### src/rtl/hex_overlay.sv
// hex_overlay: renders DIGITS hex digits of a frame-synchronised value as an 8x8 font overlay
module hex_overlay #(
    parameter int DIGITS = 4,
    parameter int X0     = 16,
    parameter int Y0     = 16,
    parameter int SCALE  = 0
) (
    input  logic                  clk,
    input  logic                  reset,
    input  logic                  pixEn,
    input  logic [9:0]            hPos,
    input  logic [9:0]            vPos,
    input  logic [4*DIGITS-1:0]   value,
    input  logic                  valueStb,
    output logic                  pixOut,
    output logic                  overlayActive
);
    typedef enum logic {IDLE, RUN} state_t;
    localparam int TOTAL = DIGITS * (8 << SCALE);
    // ink rows 1..6 per glyph, first row in the top byte; rows 0 and 7 are implicit blanks
    localparam logic [15:0][47:0] FONT = {
        48'h7E607C606060, 48'h7E607C60607E, 48'h786C66666C78, 48'h3C666060663C,
        48'h7C667C66667C, 48'h183C66667E66, 48'h3C66663E063C, 48'h3C663C66663C,
        48'h7E060C183030, 48'h3C607C66663C, 48'h7E607C06663C, 48'h0C1C3C6C7E0C,
        48'h7E0C180C663C, 48'h3C660C18307E, 48'h18381818187E, 48'h3C666E76663C
    };
    state_t state_q, state_d;
    logic [9:0] pos_q, pos_d, cur, dy;
    logic [4*DIGITS-1:0] disp_q, disp_d, pend_q, pend_d;
    logic flag_q, flag_d, pix_q, pix_d, act_q, act_d;
    logic frame_start, in_win, running, active, last;
    logic [3:0] dig, nib;
    logic [2:0] col, row;
    logic [7:0] glyph_row;
    assign frame_start = pixEn && hPos == 10'd0 && vPos == 10'd0;
    assign dy          = vPos - 10'(Y0);
    assign in_win      = vPos >= 10'(Y0) && dy < 10'(8 << SCALE);
    assign running     = state_q == RUN && hPos != 10'd0;
    assign active      = running || (hPos == 10'(X0) && in_win);
    // cur is the overlay pixel index of the current hPos; a fresh start always renders index 0
    assign cur         = running ? pos_q : 10'd0;
    assign last        = cur == 10'(TOTAL - 1);
    assign dig         = 4'(cur >> (SCALE + 3));
    assign col         = 3'(cur >> SCALE);
    assign row         = 3'(dy >> SCALE);
    assign nib         = 4'(disp_q >> (4 * (DIGITS - 1 - int'(dig))));
    assign glyph_row   = 8'({FONT[nib], 8'h00} >> (8 * (7 - int'(row))));
    assign pixOut        = pix_q;
    assign overlayActive = act_q;
    always_comb begin
        state_d = state_q;
        pos_d   = pos_q;
        pix_d   = pix_q;
        act_d   = act_q;
        if (pixEn) begin
            state_d = active && !last ? RUN : IDLE;
            pos_d   = active && !last ? cur + 10'd1 : 10'd0;
            act_d   = active;
            pix_d   = active && glyph_row[3'd7 - col];
        end
        pend_d = valueStb ? value : pend_q;
        flag_d = valueStb ? !frame_start : flag_q && !frame_start;
        disp_d = !frame_start ? disp_q : valueStb ? value : flag_q ? pend_q : disp_q;
    end
    always_ff @(posedge clk or posedge reset) begin
        if (reset) begin
            state_q <= IDLE;
            pos_q   <= '0;
            disp_q  <= '0;
            pend_q  <= '0;
            flag_q  <= 1'b0;
            pix_q   <= 1'b0;
            act_q   <= 1'b0;
        end else begin
            state_q <= state_d;
            pos_q   <= pos_d;
            disp_q  <= disp_d;
            pend_q  <= pend_d;
            flag_q  <= flag_d;
            pix_q   <= pix_d;
            act_q   <= act_d;
        end
    end
endmodule

### config.mk
export PLATFORM = sky130hd
export DESIGN_NAME = hex_overlay
export DESIGN_NICKNAME = d
export VERILOG_FILES = /design/src/rtl/hex_overlay.sv
export SDC_FILE = /design/constraint.sdc
export NUM_CORES = 1
export LEC_CHECK = 0
export CAP_MARGIN = 20
export CORE_MARGIN = 8
export CORE_UTILIZATION = 30
export DETAILED_ROUTE_END_ITERATION = 16
export PLACE_DENSITY = 0.61
export SLEW_MARGIN = 20
export SYNTH_ARGS = -nofsm -noshare
export SYNTH_HDL_FRONTEND = slang
export SYNTH_SLANG_ARGS = --single-unit
### constraint.sdc
create_clock -name clk -period 3.9 [get_ports clk]
set_clock_uncertainty 0.1 [all_clocks]
set_input_delay 0.78 -clock clk [delete_from_list [all_inputs] [get_ports clk]]
set_output_delay 0.78 -clock clk [all_outputs]
set_load 0.05 [all_outputs]
---- After elaboration in Yosys (flattened, before gate mapping) ----
Memories as Yosys holds them, arrays and structs flattened.
Index checks and enable logic that the tools add are counted.
cells by class
  add/sub/neg operators ................... 5
  magnitude comparators ................... 4
  eq/ne operators ......................... 2
  shifts and indexed selects .............. 2
  muxes and demuxes ....................... 9
  reductions and logical operators ........ 16
operators with widths
  operator               number
  $shr 56x32->8          1
  $mux 48                1
  $mux 16                2
  $shr 16x32->4          1
  $eq 10x5->1 const B    2
  $logic_not 10->1       2
  $mux 10                2
  $add 10x1->10 const B  1
  $ge 10x5->1 const B    1
  $lt 10x4->1 const B    1
  $reduce_bool 10->1     1
  $sub 10x5->10 const B  1
  $logic_and 1x1->1      8
  $lt 4x5->1 const B     1
  $sub 2x4->5 const A    1
  $lt 3x4->1 const B     1
  $sub 3x3->4 const A    1
  $bmux 1 s3             1
  $mux 1                 3
  $sub 3x3->3 const A    1
  $logic_not 1->1        2
  $reduce_and 2->1       1
  $reduce_bool 2->1      1
  $logic_or 1x1->1       1
word-level totals
  flip-flop bits (word level) ............. 46
  memory bits (read-only) ................. 768
  input port bits ......................... 40
  word-level logic and storage cells ...... 46
  memories kept ........................... 1
memories
  memory            words  width  read ports  clocked after memory_dff  wr ports  line  source
  (name not given)  16     48     1           0                         0         47    assign glyph_row = 8'({FONT[nib], 8'h00} >> (8 * (7 - int'(row))));

---- Depth between registers and ports, before layout ----
  depth in word-level cells ............... 11
  mapped depth ............................ 17
  mapped depth without buffers ............ 15

---- Worst setup path after synthesis ----
Ideal clock, no wire load.
  kind .................................... input to register
  start point ............................. input hPos[7]
  end point ............................... register pix_q (netlist: pixOut)
  setup time .............................. 122 ps
  arrival time ............................ 3973 ps
  data required time ...................... 3678 ps
  setup slack ............................. -294 ps
  stages on the path ...................... 15
  buffers on the path ..................... 3
  cells stage by stage .................... or4_4 > o41ai_4 > buf_4 > o22ai_2 > buf_6 > nor2_1 > inv_1 > ha_1 > clkbuf_1 > mux2i_1 > nor4_1 > a311oi_2 > nand3_1 > a311o_1 > a32o_1
between the ends
  longest elaborated chain between the ends .. 11
RTL lines
  element                        line  source
  from (decl)                    11    input logic [9:0] hPos,
  $reduce_bool 10->1             38    assign running = state_q == RUN && hPos != 10'd0;
  $logic_and 1x1->1              38
  $mux 10                        41    assign cur = running ? pos_q : 10'd0;
  $sub 2x4->5                    46    assign nib = 4'(disp_q >> (4 * (DIGITS - 1 - int'(dig))));
  $shr 16x32->4                  46
  $mem_v2 16x48                  --
  $mux 48 (not written as such)  47
  $shr 56x32->8                  47
  $bmux 1 s3                     59    pix_d = active && glyph_row[3'd7 - col];
  $mux 1 (not written as such)   59
  $logic_and 1x1->1 (*)          59
  to (signal assigned)           80    pix_q <= pix_d;
  to (decl)                      30    logic flag_q, flag_d, pix_q, pix_d, act_q, act_d;
Mark *: on every way between the ends. The rest lies on a longest branch, timed or not. The select of a mux whose other input is x is not followed.
A chain may end at the register's enable or synchronous reset.

---- Worst setup path in the final report ----
  start point ............................. input hPos[2]
  end point ............................... register pix_q (netlist: pixOut)
Same word-level chain as after synthesis.

==> run summary <==
====================================================================================
Worst slack, placed                                                        -0.523 ns
Overall via count from detail_route                                             3288
Worst slew pin tran                                                         0.539 ns
Cell type contributing the most total cell area after synthesis         sky130_fd_sc_hd__dfrtp_1
Total routed wirelength                                                      10.8 mm
Top flip-flop cell by instance count after synthesis                    sky130_fd_sc_hd__dfrtp_1
Most common cell after layout, fill and taps aside                      sky130_fd_sc_hd__buf_4
Port Buf Inserts                                                                  41
Commonest non-fill, non-tap cells in the layout                         sky130_fd_sc_hd__buf_4 (73), sky130_fd_sc_hd__dfrtp_1 (46), sky130_fd_sc_hd__mux2_2 (33), sky130_fd_sc_hd__clkdlybuf4s50_1 (33), sky130_fd_sc_hd__nand2_1 (28)
Synth unique cells                                                                69
Share of the synthesized area in the top cell type                             35.2%
Global-route wire length before repair                                       17.7 mm
Post-DP HPWL                                                                 8.21 mm
TritonCTS Buffers                                                                  5
Mean number of vias per cell                                                    5.49
Kind of critical path                                                   input port to flop
Clk sinks                                                                         46
Layout cell share with drive strength beyond 1                                 34.9%
Outcome                                                                 finished, final reports clean
Worst Setup Slack, final                                                    0.139 ns
Highest net fanout along the worst path                                            8
# diodes                                                                           0
Last weighted congestion value of the routability-driven placer                0.963
Number of I/O pins                                                                42
Clock tree from TritonCTS                                                        yes
Proportion of synthesized chip area in sequential cells                        35.2%
Residual DRC count                                                                 0
DRT iter0 DRCs                                                                   241
Fraction of power spent switching nets                                         25.7%
Max Slew Vio Count                                                                 0
DIE AREA                                                                 14500 sq um
Critical Path AT                                                             3.86 ns
Initial Util                                                                   30.4%
Clock root cell                                                         sky130_fd_sc_hd__clkbuf_8
Die W                                                                         120 um
Initial antenna violation count                                                    0
Overall Power                                                              0.00107 W
Critical Path Start Type                                                  input port
Final worst path period share                                                  96.4%
Total Nets Final                                                                 505
Synthesized net count                                                            402
Total of endpoints with negative setup slack in the final report                   0
Leakage dissipation                                                          1.91 nW
Asr flop ratio synth                                                            100%
Gr usage total                                                                 14.8%
Type of destination of the critical path                                        flop
Switching power                                                           0.000274 W
EDFF count, synth                                                                  0
Worst supply voltage drop on vdd                                              135 uV
DIE HEIGHT                                                                    120 um
Detail-routed net length per standard cell                                   18.1 um
Number of cells produced by synthesis                                            355
Power share of the clock group                                                 33.0%
Final worst path period need                                                 3.76 ns
Utilization after layout                                                       43.2%
Portion of total power attributed to combinational logic                       19.2%
Warnings from Yosys                                                                0
Power per Cell Area                                                      230 nW/um^2
Core Region                                                              10700 sq um
Number of buffers inserted for hold repair after clock tree synthesis              0
Most area-consuming cells after synthesis                               sky130_fd_sc_hd__dfrtp_1 (35%), sky130_fd_sc_hd__mux2_2 (11%), sky130_fd_sc_hd__o21ai_0 (3.4%)
CTS H-tree lvls                                                                    2
Data required time of the critical path                                      3.99 ns
Fmax                                                                         266 MHz
Worst slew margin relative to its limit                                        64.0%
Vias in the first global route                                                  3410
First drt pass iteration count                                                     7
Clk pin slew, worst setup/hold paths                                         0.08 ns
Number of violations of the max-capacitance limit                                  0
Number of routed nets with antenna violations                                      0
Largest net degree at the start of global routing                                 47
Number of buffers on the longest clock path                                        2
Area growth from synthesis to final layout                                     42.1%
Synth Cell Area                                                           3270 sq um
P_int                                                                     0.000792 W
Sequential cell fraction of total power                                        47.8%
Row cnt                                                                           38
Synthesized area per cell                                                 9.21 sq um
Worst hold slack across all endpoints                                       0.401 ns
Clock latency of the later-clocked register in the worst-skew pair           0.30 ns
Flops & latches, synth                                                            46
Global route total overflow                                                        0
Fill cells                                                                      1065
Hold Vio Cnt, Final                                                                0
Classification of the worst-slack hold path                             flop to flop
====================================================================================
-- power by group through the flow --
stage          sequential [W]  clock [W]  combinational (W)
6_report             0.000510   0.000352           0.000205
3_3_place_gp         0.000517          0           0.000190
3_5_place_dp         0.000519          0           0.000192
2_1_floorplan        0.000522          0          0.0000935
4_1_cts              0.000510   0.000360           0.000198
5_1_grt              0.000512   0.000379           0.000221
-- final timing paths --
| path | cells past startpoint | endpoint | slack (ns) | startpoint |
|---|---|---|---|---|
| min in group asynchronous | 2 | disp_q[7] | 0.74 | reset |
| setup reg to reg | 10 | pixOut | 0.64 | pos_q[3] |
| max in group asynchronous | 3 | disp_q[11] | 2.46 | reset |
| setup / recovery | 15 | pixOut | 0.14 | hPos[2] |
| hold reg to reg | 1 | pend_q[5] | 0.40 | pend_q[5] |
| hold / removal | 1 | pend_q[5] | 0.40 | pend_q[5] |
-- critical path, cell delays in order --
cell                            delay, ns
sky130_fd_sc_hd__dlygate4sd2_1       0.25
sky130_fd_sc_hd__or4_4               0.55
sky130_fd_sc_hd__o41ai_4             0.25
sky130_fd_sc_hd__buf_6               0.19
sky130_fd_sc_hd__a21oi_4             0.05
sky130_fd_sc_hd__o22a_4              0.25
sky130_fd_sc_hd__nand2_4             0.09
sky130_fd_sc_hd__ha_4                0.24
sky130_fd_sc_hd__a21oi_4             0.20
sky130_fd_sc_hd__a21oi_4             0.06
sky130_fd_sc_hd__o221ai_2            0.17
sky130_fd_sc_hd__o2111ai_2           0.15
sky130_fd_sc_hd__a31oi_2             0.21
sky130_fd_sc_hd__o221ai_1            0.14
sky130_fd_sc_hd__a32o_2              0.25
-- logic make-up after synthesis --
family          synth area share, %
flops                          35.2
simple gates                   17.0
mux                            14.1
buf+inv                        5.13
xor+xnor                      0.804
compound gates                 25.0
fa+ha+maj                      2.68
-- per-stage QoR --
step           TNS (ns)  instance area, sq um  instances
2_1_floorplan   -0.0332                  3370        355
3_3_place_gp     -0.516                  4350        584
3_5_place_dp     -0.523                  4350        584
4_1_cts               0                  4550        595
5_1_grt        -0.00475                  4640        599
6_report              0                  4640        599
-- cell type report --
type	instances	area, sq um	area share [%]
Clock inverter	2	37.5	0.808
Tap cell	140	175	3.77
Clock buffer	6	72.6	1.56
Sequential cell	46	1150	24.8
Inverter	17	63.8	1.37
Timing Repair Buffer	117	1000	21.5
Multi-Input combinational cell	271	2140	46.2
-- synth_stat cells (all sizes together) (3+ instances only) --
master    n
nand2    29
nand4     5
and3      4
inv      17
dfrtp    46
nor2     24
buf       9
mux2i     9
a211oi    5
a221oi    5
and2      4
o22ai     8
o21ai    25
a31oi     3
nor3     13
a21oi    18
o2bb2ai   3
clkbuf   12
a311o     3
or4       3
o211ai    4
o2111ai   3
mux2     33
nor4      5
ha        7
o221ai    5
nand3    13
-- registers in the layout (all words and copies together) (netlist names) --
signal         flops
pend_q            16
disp_q            16
pixOut             1
pos_q             10
flag_q             1
state_q            1
overlayActive      1
-- layer usage --
layer  global-route usage [%]  vias to the layer above  part of all wire [%]
met2                     24.2                      137                    47
met1                     19.1                     1574                    44
li1                         -                     1553                     -
met4                     4.37                        0                   1.9
met5                        0                        -                     0
met3                     3.40                       24                   7.3
-- timing repair --
item,4_1_cts,5_1_grt
pin swaps,14,12
setup endpoints to repair,1,1
setup buffers,2,3
resized for setup,24,14
gates cloned,1,0
Note: power is estimated with default switching activity, not from simulation.
